`config.mk`:
```
export PLATFORM = sky130hd
export DESIGN_NAME = sample_window_stats
export DESIGN_NICKNAME = d
export VERILOG_FILES = /design/src/rtl/sample_flow_pkg.sv /design/src/rtl/stats_fifo.sv /design/src/rtl/sample_window_stats.sv
export SDC_FILE = /design/constraint.sdc
export NUM_CORES = 1
export LEC_CHECK = 0
export CAP_MARGIN = 25
export CORE_MARGIN = 5
export CORE_UTILIZATION = 60
export DETAILED_ROUTE_END_ITERATION = 10
export PLACE_DENSITY = 0.76
export SETUP_SLACK_MARGIN = 0.4
export SLEW_MARGIN = 20
export SYNTH_ARGS = -nofsm -noshare
export SYNTH_HDL_FRONTEND = slang
export SYNTH_SLANG_ARGS = --single-unit
```
`constraint.sdc`:
```
create_clock -name clk -period 6.7 [get_ports clk]
set_clock_uncertainty 0.1 [all_clocks]
set_input_delay 1.34 -clock clk [delete_from_list [all_inputs] [get_ports clk]]
set_output_delay 1.34 -clock clk [all_outputs]
set_load 0.005 [all_outputs]
```
`src/rtl/sample_flow_pkg.sv`:
```
// Shared definitions for the sample statistics path: record layout helpers and
// the accumulator state encoding.
package sample_flow_pkg;

  localparam int WRAPS_W = 8;

  typedef enum logic {
    ST_IDLE  = 1'b0,
    ST_ACCUM = 1'b1
  } acc_state_t;

  function automatic int sum_w(input int width, input int window);
    return width + $clog2(window);
  endfunction

  // Record is packed as {wraps, min, max, sum} from MSB to LSB.
  function automatic int rec_w(input int width, input int window);
    return WRAPS_W + 2 * width + sum_w(width, window);
  endfunction

  function automatic int max_lsb(input int width, input int window);
    return sum_w(width, window);
  endfunction

  function automatic int min_lsb(input int width, input int window);
    return sum_w(width, window) + width;
  endfunction

  function automatic int wraps_lsb(input int width, input int window);
    return sum_w(width, window) + 2 * width;
  endfunction

endpackage

```
`src/rtl/stats_fifo.sv`:
```
// First-word-fall-through record FIFO. The head is held in a register so the
// outputs keep the last popped record once the FIFO runs empty.
module stats_fifo #(
  parameter int DW    = 8,
  parameter int DEPTH = 4
) (
  input  logic          clk,
  input  logic          reset,
  input  logic          push,
  input  logic [DW-1:0] push_data,
  input  logic          pop,
  output logic [DW-1:0] head,
  output logic          valid,
  output logic          full
);

  localparam int AW = $clog2(DEPTH);
  localparam int CW = AW + 1;

  logic [DW-1:0] mem [DEPTH];
  logic [AW-1:0] rd_ptr_reg;
  logic [AW-1:0] wr_ptr_reg;
  logic [CW-1:0] count_reg;
  logic [CW-1:0] count_next;
  logic [DW-1:0] head_reg;
  logic [DW-1:0] head_next;
  logic          pop_eff;
  logic          push_eff;

  assign valid    = (count_reg != '0);
  assign full     = (count_reg == CW'(DEPTH));
  assign pop_eff  = pop && valid;
  // A pop on a full FIFO frees the slot the push then lands in.
  assign push_eff = push && (!full || pop_eff);
  assign head     = head_reg;

  always_comb begin
    count_next = count_reg + CW'(push_eff) - CW'(pop_eff);
    head_next  = head_reg;
    if (pop_eff) begin
      if (count_reg > CW'(1))
        head_next = mem[rd_ptr_reg + AW'(1)];
      else if (push_eff)
        head_next = push_data;
    end else if (!valid && push_eff) begin
      head_next = push_data;
    end
  end

  always_ff @(posedge clk) begin
    if (push_eff)
      mem[wr_ptr_reg] <= push_data;
  end

  always_ff @(posedge clk) begin
    if (reset) begin
      rd_ptr_reg <= '0;
      wr_ptr_reg <= '0;
      count_reg  <= '0;
      head_reg   <= '0;
    end else begin
      if (push_eff)
        wr_ptr_reg <= wr_ptr_reg + AW'(1);
      if (pop_eff)
        rd_ptr_reg <= rd_ptr_reg + AW'(1);
      count_reg <= count_next;
      head_reg  <= head_next;
    end
  end

endmodule

```
`src/rtl/sample_window_stats.sv`:
```
// Per-window min/max/sum/wrap statistics over a signed sample stream, with
// completed records buffered in a small FWFT FIFO behind a valid/ready port.
module sample_window_stats
  import sample_flow_pkg::*;
#(
  parameter  int WIDTH     = 8,
  parameter  int WINDOW    = 256,
  parameter  int WRAP_DROP = 32,
  parameter  int DEPTH     = 4,
  localparam int SUM_W     = sum_w(WIDTH, WINDOW)
) (
  input  logic                    clk,
  input  logic                    reset,
  input  logic                    s_valid,
  input  logic signed [WIDTH-1:0] s_data,
  output logic                    r_valid,
  input  logic                    r_ready,
  output logic signed [WIDTH-1:0] r_min,
  output logic signed [WIDTH-1:0] r_max,
  output logic signed [SUM_W-1:0] r_sum,
  output logic [7:0]              r_wraps,
  output logic [7:0]              drop_count
);

  localparam int IDX_W   = $clog2(WINDOW);
  localparam int REC_W   = rec_w(WIDTH, WINDOW);
  localparam int MAX_LSB = max_lsb(WIDTH, WINDOW);
  localparam int MIN_LSB = min_lsb(WIDTH, WINDOW);
  localparam int WRP_LSB = wraps_lsb(WIDTH, WINDOW);
  localparam logic [IDX_W-1:0]      LAST_IDX = IDX_W'(WINDOW - 1);
  localparam logic signed [WIDTH:0] DROP_TH  = (WIDTH + 1)'(WRAP_DROP);

  acc_state_t              state_reg;
  acc_state_t              state_next;
  logic [IDX_W-1:0]        idx_reg;
  logic signed [WIDTH-1:0] min_reg;
  logic signed [WIDTH-1:0] max_reg;
  logic signed [SUM_W-1:0] sum_reg;
  logic [7:0]              wraps_reg;
  logic signed [WIDTH-1:0] prev_reg;
  logic                    prev_valid_reg;
  logic [7:0]              drop_count_reg;

  logic                    first_sample;
  logic                    close_sample;
  logic                    wrap_event;
  logic signed [WIDTH:0]   diff;
  logic signed [SUM_W-1:0] sample_ext;
  logic signed [WIDTH-1:0] min_next;
  logic signed [WIDTH-1:0] max_next;
  logic signed [SUM_W-1:0] sum_next;
  logic [7:0]              wraps_base;
  logic [7:0]              wraps_next;
  logic [REC_W-1:0]        push_rec;
  logic [REC_W-1:0]        head_rec;
  logic                    fifo_full;
  logic                    pop;

  // Accumulator FSM
  always_ff @(posedge clk) begin
    if (reset)
      state_reg <= ST_IDLE;
    else
      state_reg <= state_next;
  end

  always_comb begin
    state_next = state_reg;
    case (state_reg)
      ST_IDLE:  if (s_valid) state_next = ST_ACCUM;
      ST_ACCUM: if (close_sample) state_next = ST_IDLE;
      default:  state_next = ST_IDLE;
    endcase
  end

  always_comb begin
    first_sample = (state_reg == ST_IDLE);
  end

  // One extra bit on the difference so full-scale swings compare correctly.
  always_comb begin
    diff         = {prev_reg[WIDTH-1], prev_reg} - {s_data[WIDTH-1], s_data};
    wrap_event   = prev_valid_reg && (diff >= DROP_TH);
    sample_ext   = {{(SUM_W - WIDTH){s_data[WIDTH-1]}}, s_data};
    close_sample = s_valid && (idx_reg == LAST_IDX);
    if (first_sample) begin
      min_next   = s_data;
      max_next   = s_data;
      sum_next   = sample_ext;
      wraps_base = 8'd0;
    end else begin
      min_next   = (s_data < min_reg) ? s_data : min_reg;
      max_next   = (s_data > max_reg) ? s_data : max_reg;
      sum_next   = sum_reg + sample_ext;
      wraps_base = wraps_reg;
    end
    wraps_next = (wrap_event && wraps_base != 8'hFF) ? wraps_base + 8'd1 : wraps_base;
    push_rec   = {wraps_next, min_next, max_next, sum_next};
  end

  always_ff @(posedge clk) begin
    if (reset) begin
      idx_reg        <= '0;
      min_reg        <= '0;
      max_reg        <= '0;
      sum_reg        <= '0;
      wraps_reg      <= '0;
      prev_reg       <= '0;
      prev_valid_reg <= 1'b0;
    end else if (s_valid) begin
      idx_reg        <= idx_reg + IDX_W'(1);
      min_reg        <= min_next;
      max_reg        <= max_next;
      sum_reg        <= sum_next;
      wraps_reg      <= wraps_next;
      prev_reg       <= s_data;
      prev_valid_reg <= 1'b1;
    end
  end

  stats_fifo #(
    .DW    (REC_W),
    .DEPTH (DEPTH)
  ) u_fifo (
    .clk       (clk),
    .reset     (reset),
    .push      (close_sample),
    .push_data (push_rec),
    .pop       (r_ready),
    .head      (head_rec),
    .valid     (r_valid),
    .full      (fifo_full)
  );

  assign pop = r_valid && r_ready;

  always_ff @(posedge clk) begin
    if (reset)
      drop_count_reg <= '0;
    else if (close_sample && fifo_full && !pop && drop_count_reg != 8'hFF)
      drop_count_reg <= drop_count_reg + 8'd1;
  end

  assign drop_count = drop_count_reg;
  assign r_sum      = head_rec[0 +: SUM_W];
  assign r_max      = head_rec[MAX_LSB +: WIDTH];
  assign r_min      = head_rec[MIN_LSB +: WIDTH];
  assign r_wraps    = head_rec[WRP_LSB +: 8];

endmodule

```
Word level (Yosys, flattened, before mapping)
Memories as Yosys holds them, arrays and structs flattened.
Index checks and enable logic that the tools add are counted.
{ "word_totals": {"reg_bits": 113, "ramBits": 160, "inputBits": 12, "output_inout_bits": 49, "n_memories": 1} }
{ "mem_list": {"columns": ["name", "depth", "width", "rd", "rd_clocked_by_memory_dff", "wr", "line_no", "rtl"], "rows": [
  ["u_fifo.mem", 4, 40, 1, 0, 1, "stats_fifo.sv:20", "logic [DW-1:0] mem [DEPTH];"]
]} }
{ "op_classes": {"add_sub_neg": 9, "order_cmp": 4, "eq_ne": 5, "muxes": 16, "n_bitwise": 1, "n_reduce_logical": 16} }
{ "op_table": {"columns": ["cell", "n"], "rows": [
  ["40-bit two-way mux", 4],
  ["8-bit two-way mux", 6],
  ["8-bit by 1-bit adder with 8-bit output (second input constant)", 3],
  ["16-bit by 8-bit adder with 16-bit output", 1],
  ["16-bit two-way mux", 1],
  ["8-bit inequality test (second input constant)", 2],
  ["9-bit by 7-bit >= comparator with 1-bit output (second input constant)", 1],
  ["1-bit logical AND", 9],
  ["8-bit by 8-bit subtractor with 9-bit output", 1],
  ["8-bit equality test (second input constant)", 1],
  ["8-bit greater-than comparator", 1],
  ["8-bit < comparator", 1],
  ["2-bit by 1-bit adder with 2-bit output (second input constant)", 2],
  ["1-bit two-way mux", 4],
  ["3-bit by 1-bit adder with 3-bit output", 1],
  ["3-bit equality test (second input constant)", 1],
  ["3-bit by 1-bit greater-than comparator with 1-bit output (second input constant)", 1],
  ["1-bit logical NOT", 3],
  ["3-bit by 1-bit inequality test with 1-bit output (second input constant)", 1],
  ["3-bit nonzero test", 1],
  ["3-bit by 1-bit subtractor with 3-bit output", 1],
  ["1-bit one-hot mux with 2 select lines", 1],
  ["2-bit AND reduction", 1],
  ["2-bit nonzero test", 1],
  ["other kinds (2)", 2]
]} }

Longest topological paths before layout
Gate-level depths: netlist of run 1.
{ "depth": {"word_depth": 8, "depth_mapped": 12, "mapped_depth_nobuf": 11} }

Hierarchy
Synthesis of run 1 repeated with hierarchy kept, for this count alone.
{ "unflattened": {"hier_cells": 1075, "hier_area_um2": 12948.7} }
{ "modules_own_cells": {"columns": ["module", "n_inst", "cells_each", "area_per_inst_um2", "seq_area_each_um2"], "rows": [
  ["stats_fifo", 1, 508, 8363.0, 5745.5],
  ["sample_window_stats", 1, 567, 4585.6, 1321.3]
]} }

Worst setup path after synthesis of run 1
OpenSTA, ideal clock, no wires.
{ "synth_path": {"kind": "input to register", "startpoint": "input s_data[0]", "endpoint": "memory u_fifo.mem[0][36] (netlist bit) (data pin)", "setup_time_ps": 179, "t_arrival_ps": 3643, "setup_slack_ps": 2777, "cell_stages": 11, "n_path_buf": 1, "cell_sequence": "ha_1 > fa_1 > nor2b_1 > o21ai_2 > a21oi_2 > a211oi_4 > a21o_1 > or4b_4 > buf_6 > or3_1 > a21oi_1"} }
{ "synth_via": {"elab_chain_cells": 5} }
{ "synth_rtl": {"columns": ["item", "line_no", "rtl"], "rows": [
  ["start: declaration", "sample_window_stats.sv:15", "input logic signed [WIDTH-1:0] s_data,"],
  ["8-bit by 8-bit subtractor with 9-bit output", "sample_window_stats.sv:82", "diff = {prev_reg[WIDTH-1], prev_reg} - {s_data[WIDTH-1], s_data};"],
  ["9-bit by 7-bit >= comparator with 1-bit output", "sample_window_stats.sv:83", "wrap_event = prev_valid_reg && (diff >= DROP_TH);"],
  ["1-bit logical AND", "sample_window_stats.sv:83", null],
  ["1-bit logical AND", "sample_window_stats.sv:97", "wraps_next = (wrap_event && wraps_base != 8'hFF) ? wraps_base + 8'd1 : wraps_base;"],
  ["8-bit two-way mux", "sample_window_stats.sv:97", null],
  ["net u_fifo.push_data[36]", "stats_fifo.sv:10", "input logic [DW-1:0] push_data,"],
  ["end: declaration", "stats_fifo.sv:20", null]
]} }
The timed path passes the listed nets, and every way through them passes these cells.

Worst setup path after layout of run 1
{ "layout_path": {"startpoint": "input s_data[1]", "endpoint": "memory u_fifo.mem[1][36] (netlist bit) (data pin)"} }
Same word-level chain as after synthesis.

==> results.md, run 1 <==
- Clock latency on the worst-skew pair: 0.54 ns
- Ant diodes: 0
- Worst setup path end: u_fifo.mem[1][36]
- Max Used Layer: met4
- # resized after CTS: 0
- Worst path arrival time: 4.63 ns
- Worst setup SP type: primary input
- Setup_tns: 0 ns
- Net switching power: 0.00124 W
- Syn Inst Count: between 1000 and 1500
- Setup crit end kind: flop
- Vias: 8779
- Final Cycle Share: 65.7%
- Comb pwr share: between 10% and 20%
- MaxCap Viol Count: 0
- Reg clk slew, reported paths: around 0.06 ns
- Syn Std Cell Area: 0.0125 mm2
- Vias in the first global route: slightly below 9000
- Share of cells above drive strength 1: 11.3%
- # setup viols final: 0
- Pins over their slew limit: 0
- Peak VDD IR: about 0.3 mV
- Tmin final: between 4 and 5 ns
- WL met2: about 14000 um
- RSZ-0062 raised after global routing: false
- Ports: 61
- Total Routed Length: 29600 um
- Fmax: 227 MHz
- Input/output buffers: 60
- Detailed Routing Iterations Pass 1: 5
- Num rows: 52
- Flop pwr share: 43.6%
- Largest register FFs: 160
- Num CTS Buffers: 28
- Syn nets: 1131
- Post-Route M1 WL: 12600 um
- Post-synthesis async set-or-reset flop share: 0%
- Total grt overflow: 0
- Crit Path Class: in -> reg
- Worst Setup SP: s_data[1]
- Main synth FF type: edfxtp_1
- DRC Markers: 0
- Total setup buffers inserted after CTS: 0
- Cts hold-fix bufs: 0
- Die area: 0.0239 mm2
- Unique masters post-synth: between 60 and 70
- Critical Path Fanout Max: 13
- Antenna violations before repair: 0
- Wire length on met3: 1830 um
- Rel. slew slack: 34.1%
- Leakage: roughly 5.2 nW
- Global-route wire length before repair: 47500 um
- Sw frac: 27.2%
- FF-to-FF End: u_fifo.head[7]
- Drt first-iter violations: 699
- Largest net degree at the start of global routing: 78
- Status: finished clean
- Root Driver: clkbuf_16
- Yosys reg bits: 273
- CP Data Required Time: 6.93 ns
- P per Cell Area: 315 mW/mm2
- Starting Density: 61.5%
- Layout Area Growth over Synthesis: 15.0%
- Hold Violations, Final: 0
- Routed len/inst: 21.0 um
- Vias per cell: 6.23
- Cell Int Power: 0.00330 W
- Layout Cell Area excl Fill: 0.0144 mm2
- Reg2Reg Setup Slack: 3.16 ns
- Worst min-delay path class: reg -> reg
- Placed Area: 0.0134 mm2
- Register area share after synthesis: 56.4%
- Final antenna-violating net count: 0
- Reg2reg path depth: 8
- Clock Power Share: 36.6%
- Sink Count: 273
- Deepest clock path buffer count: 3
- Power Total: between 0.004 and 0.005 W
- GP Congestion: 0.853
- RR Startpoint: idx_reg[0]
- Die Ht: 154 um
- GRT Total Usage: 24.9%
- Actual slew at the worst max-slew pin: slightly below 1 ns
- EDFF count, synth: between 150 and 200
- Layout Nets: between 1000 and 1500
- TritonCTS clock tree: yes
- Post-DP HPWL: 17900 um
- Core Region: 0.0204 mm2
- Synth warnings: 0
- Syn Area/Cell: roughly 12 um2
- Die X: 154 um
- H-tree depth: 1
## cells by family (layout without fill, tap and decap cells)
kind of cell / count (synthesis) / count (layout) / synth area share (%)
mux: 62 / 62 / 8.98
buf+inv: 114 / 186 / 3.50
compound gates: 282 / 282 / 14.2
simple gates: 257 / 257 / 9.67
xor+xnor: 27 / 27 / 1.89
flops: 273 / 273 / 56.4
fa+ha+maj: 52 / 52 / 5.37
## area by class of cell
type	count	area, um2
Sequential cell	273	7070
Multi-Input combinational cell	680	5050
Clock buffer	39	793
Inverter	58	218
Fill cell	1432	5960
Timing Repair Buffer	76	731
Tap cell	270	338
Clock inverter	13	199
## power groups by stage
stage	Sequential [W]	Combinational, W	Clock [W]
6_report	0.00198	0.000897	0.00166
5_1_grt	0.00199	0.000990	0.00175
4_1_cts	0.00198	0.000891	0.00168
3_5_place_dp	0.00201	0.000879	0
3_3_place_gp	0.00201	0.000863	0
2_1_floorplan	0.00196	0.000594	0
## worst min path at each step
stage / to / from / depth (start not counted)
finish: prev_valid_reg / prev_valid_reg / 2
global route: max_reg[1] / max_reg[1] / 2
CTS: max_reg[6] / max_reg[6] / 2
detailed placement: prev_valid_reg / prev_valid_reg / 2
global placement: u_fifo.head[6] / u_fifo.head[6] / 2
floorplan: prev_valid_reg / prev_valid_reg / 2
## metrics by stage
step | hold WS [ns] | utilization, % | setup WS (ns) | cells
final | 0.366 | 70.7 | 2.30 | 1409
after global routing | 0.391 | 70.7 | 2.00 | 1409
after CTS | 0.368 | 70.6 | 2.33 | 1408
after detailed placement | 0.356 | 65.7 | 1.75 | 1356
after global placement | 0.346 | 65.7 | 1.83 | 1356
after floorplan | 0.334 | - | 2.78 | 1067
## synth_stat cells, types with 3 or more instances
master	number	area, um2
a311oi_1	10	87.6
o31ai_1	6	45.0
o21bai_1	3	22.5
and2_1	9	56.3
nor2b_1	8	50.1
mux2_2	3	33.8
o2111ai_1	4	35.0
mux2i_1	19	190
or2_2	8	50.1
buf_1	8	30.0
dfxtp_1	113	2260
or4_1	4	30.0
xnor2_1	16	140
nor2_1	94	353
nand2_1	54	203
or3_1	14	87.6
a21o_1	17	128
o211ai_1	4	30.0
inv_1	58	218
a31oi_1	13	81.3
o21ai_0	78	390
edfxtp_1	160	4800
a32oi_1	7	61.3
xor2_1	11	96.3
ha_1	49	613
nor4_1	3	18.8
nand3_1	20	100
nand2b_1	6	37.5
clkbuf_1	45	169
mux4_2	40	901
nor3_1	20	100
a211oi_1	28	210
nand4_1	10	62.6
a211o_1	3	26.3
o21a_1	7	52.6
fa_1	3	60.1
a21oi_1	82	410
## worst max-delay path, cell delays in order
cell	delay, ns
clkdlybuf4s50_1	0.74
inv_1	0.18
ha_1	0.32
nor2b_1	0.13
o21ai_1	0.11
a21oi_1	0.13
o21a_1	0.22
o211a_1	0.23
or4b_4	0.61
or3_1	0.34
a21oi_1	0.28
## cells in the final DEF (no fill, tap or decap), drive strengths merged, types with 17 or more instances in the layout
master and instances:
mux4 40, clkbuf 39, buf 18, a211oi 30, a21oi 83, inv 59
nand2 54, nand3 20, nor2 94, a21o 17, edfxtp 160, dfxtp 113
o21ai 80, nor3 20, mux2i 19, ha 49, clkdlybuf4s50 58
## routing by layer
metal / GRT usage [%] / vias to the layer above
met5: 0 / -
met4: 8.41 / 0
met3: 3.49 / 67
met2: 41.9 / 306
met1: 33.5 / 4307
li1: - / 4099
Note: power is estimated with default switching activity, not from simulation.
==> run 2: changes to the inputs <==
--- a/config.mk
+++ b/config.mk
@@ -7,9 +7,9 @@
 export LEC_CHECK = 0
 export CAP_MARGIN = 25
 export CORE_MARGIN = 5
-export CORE_UTILIZATION = 60
+export CORE_UTILIZATION = 55
 export DETAILED_ROUTE_END_ITERATION = 10
-export PLACE_DENSITY = 0.76
+export PLACE_DENSITY = 0.74
 export SETUP_SLACK_MARGIN = 0.4
 export SLEW_MARGIN = 20
 export SYNTH_ARGS = -nofsm -noshare
==> constraint.sdc (replaced) <==
create_clock -name clk -period 3.6 [get_ports clk]
set_clock_uncertainty 0.1 [all_clocks]
set_input_delay 0.72 -clock clk [delete_from_list [all_inputs] [get_ports clk]]
set_output_delay 0.72 -clock clk [all_outputs]
set_load 0.005 [all_outputs]
==> run 2 against run 1 <==
Non-clock buffer count grew 74. Final cell count grew 6.5%. Combinational power grew 95%. Sequential cell count is the same. Register-to-register slack lost 2.6 ns. Setup slack lost 1.8 ns.
==> results.md, run 2 (same netlist as run 1, synthesis figures left out) <==
- Post-Route M1 WL: 13100 um (+4.3%)
- H-tree depth: 1 (unchanged)
- Ant diodes: 0 (unchanged)
- Commonest non-fill, non-tap cell in the layout: edfxtp_1
- Largest net degree at the start of global routing: 84 (+7.7%)
- Hold path startpoint: max_reg[4]
- Reg clk slew, reported paths: 0.07 ns (about the same)
- P per Cell Area: 567 mW/mm2 (+80%)
- Worst path arrival time: 3.36 ns (-1.27 ns)
- Routed len/inst: 19.9 um (-5.2%)
- Final WS setup: 0.532 ns (-1.77 ns)
- Wire length on met3: 1370 um (-25%)
- Layout Cells excl Fill: 1500 (+6.5%)
- Layout Area Growth over Synthesis: 21.0%
- Largest register FFs: 160 (unchanged)
- Deepest clock path buffer count: 3 (unchanged)
- Worst min-delay path class: reg -> reg
- Drt first-iter violations: 637 (-8.9%)
- Sink Count: 273 (unchanged)
- Power Total: 0.00860 W (+89%)
- Setup_tns: 0 ns (unchanged)
- Critical Path Fanout Max: 13 (unchanged)
- TritonCTS clock tree: yes
- Die Ht: 161 um (+4.2%)
- GP Congestion: 0.919 (+7.8%)
- Ports: 61 (unchanged)
- Status: finished clean
- Setup crit end kind: flop
- Leading cell types in the layout, fill and taps excluded: edfxtp_1 (160), dfxtp_1 (111), nor2_1 (94)
- Share of cells above drive strength 1: 19.1% (+7.8 points)
- Setup WS pre-CTS: -0.212 ns (-1.96 ns)
- Die area: 0.0259 mm2 (+8.5%)
- DRC Markers: 0 (unchanged)
- Vias in the first global route: 8756 (-2.2%)
- Post-DP HPWL: 19700 um (+10%)
- Vias per cell: 5.98 (-4.0%)
- Final antenna-violating net count: 0 (unchanged)
- MaxCap Viol Count: 0 (unchanged)
- Die X: 161 um (+4.2%)
- Fmax: 326 MHz
- Detailed Routing Iterations Pass 1: 5 (unchanged)
- Total Routed Length: 29900 um (+0.88%)
- Dpl cells: 1439 (+6.1%)
- Final Cycle Share: 85.2%
- Total grt overflow: 0 (unchanged)
- Input/output buffers: 60 (unchanged)
- Hold Violations, Final: 0 (unchanged)
- Num CTS Buffers: 29 (+3.6%)
- Actual slew at the worst max-slew pin: 1.03 ns (+0.0520 ns)
- Starting Density: 55.7% (-5.8 points)
- GRT Total Usage: 22.9% (-2.0 points)
- Crit Path Class: in -> reg
- Peak VDD IR: 0.437 mV (+46%)
- Pins over their slew limit: 0 (unchanged)
- RSZ-0062 raised after global routing: false
- Layout Nets: 1257 (+6.4%)
- Leakage: 5.61 nW (+8.5%)
- RR Startpoint: prev_reg[0]
- Core Region: 0.0225 mm2 (+11%)
- Worst setup SP type: primary input
- Root Driver: clkbuf_16
- WL met2: 14600 um (+2.1%)
- Rel. slew slack: 31.2% (-2.9 points)
- Max Used Layer: met4
- Num rows: 55 (+5.8%)
- Antenna violations before repair: 0 (unchanged)
- Reg2Reg Setup Slack: 0.56 ns (-2.60 ns)
- CP Data Required Time: 3.90 ns (-3.03 ns)
- Global-route wire length before repair: 47500 um (about the same)
- Worst Setup SP: s_data[7]
- Vias: 8973 (+2.2%)
- # setup viols final: 0 (unchanged)
- Clock latency on the worst-skew pair: 0.55 ns (about the same)
- Tmin final: about 3.1 ns
run 2: area by class of cell:
cell class / instances / area [um2]
fill: 1634 / 7340
clock buffer: 32 / 747
sequential: 273 / 7070
tap: 285 / 357
inverter: 58 / 218
timing repair buffer: 150 / 1340
clock inverter: 21 / 262
multi-input combinational: 681 / 5170
run 2: worst max-delay path, stage by stage:
cell and delay [ns]:
clkdlybuf4s50_1 0.57, buf_4 0.30, ha_1 0.29, a21oi_1 0.30
o2111ai_2 0.19, a41oi_1 0.24, buf_4 0.15, mux2_2 0.32
a32oi_1 0.19, a21oi_1 0.09
run 2: through the flow:
| stage | util, % | area, um2 | hold slack, ns |
|---|---|---|---|
| finish | 67.4 | 15200 | 0.363 |
| detailed placement | 62.2 | 14000 | 0.354 |
| global route | 67.4 | 15200 | 0.382 |
| floorplan | - | 12500 | 0.334 |
| CTS | 66.9 | 15000 | 0.363 |
| global placement | 62.2 | 14000 | 0.345 |
run 2: routing by layer:
layer  up-vias  global-route usage (%)
li1       4257                       -
met1      4440                    31.3
met2       226                    38.6
met3        50                    3.21
met4         0                    6.44
met5         -                       0
run 2: where the power goes:
part	internal (W)	total, W	switching (W)
logic	0.000845	0.00175	0.000908
registers	0.00349	0.00371	0.000219
clock network	0.00192	0.00314	0.00122
run 2: timing repair:
action / in CTS / in global routing
hold buffers: 0 / 0
resized for setup: 9 / 26
pin swaps: 2 / 11
cloned: 1 / 0
endpoints found under the setup margin: 21 / 105
buffers inserted: 3 / 4
run 2: path summary, 6_finish.rpt:
path         depth (start not counted)               to
max                                 10      sum_reg[15]
min                                  2       max_reg[4]
max reg2reg                         13  u_fifo.head[36]
min reg2reg                          2       max_reg[4]
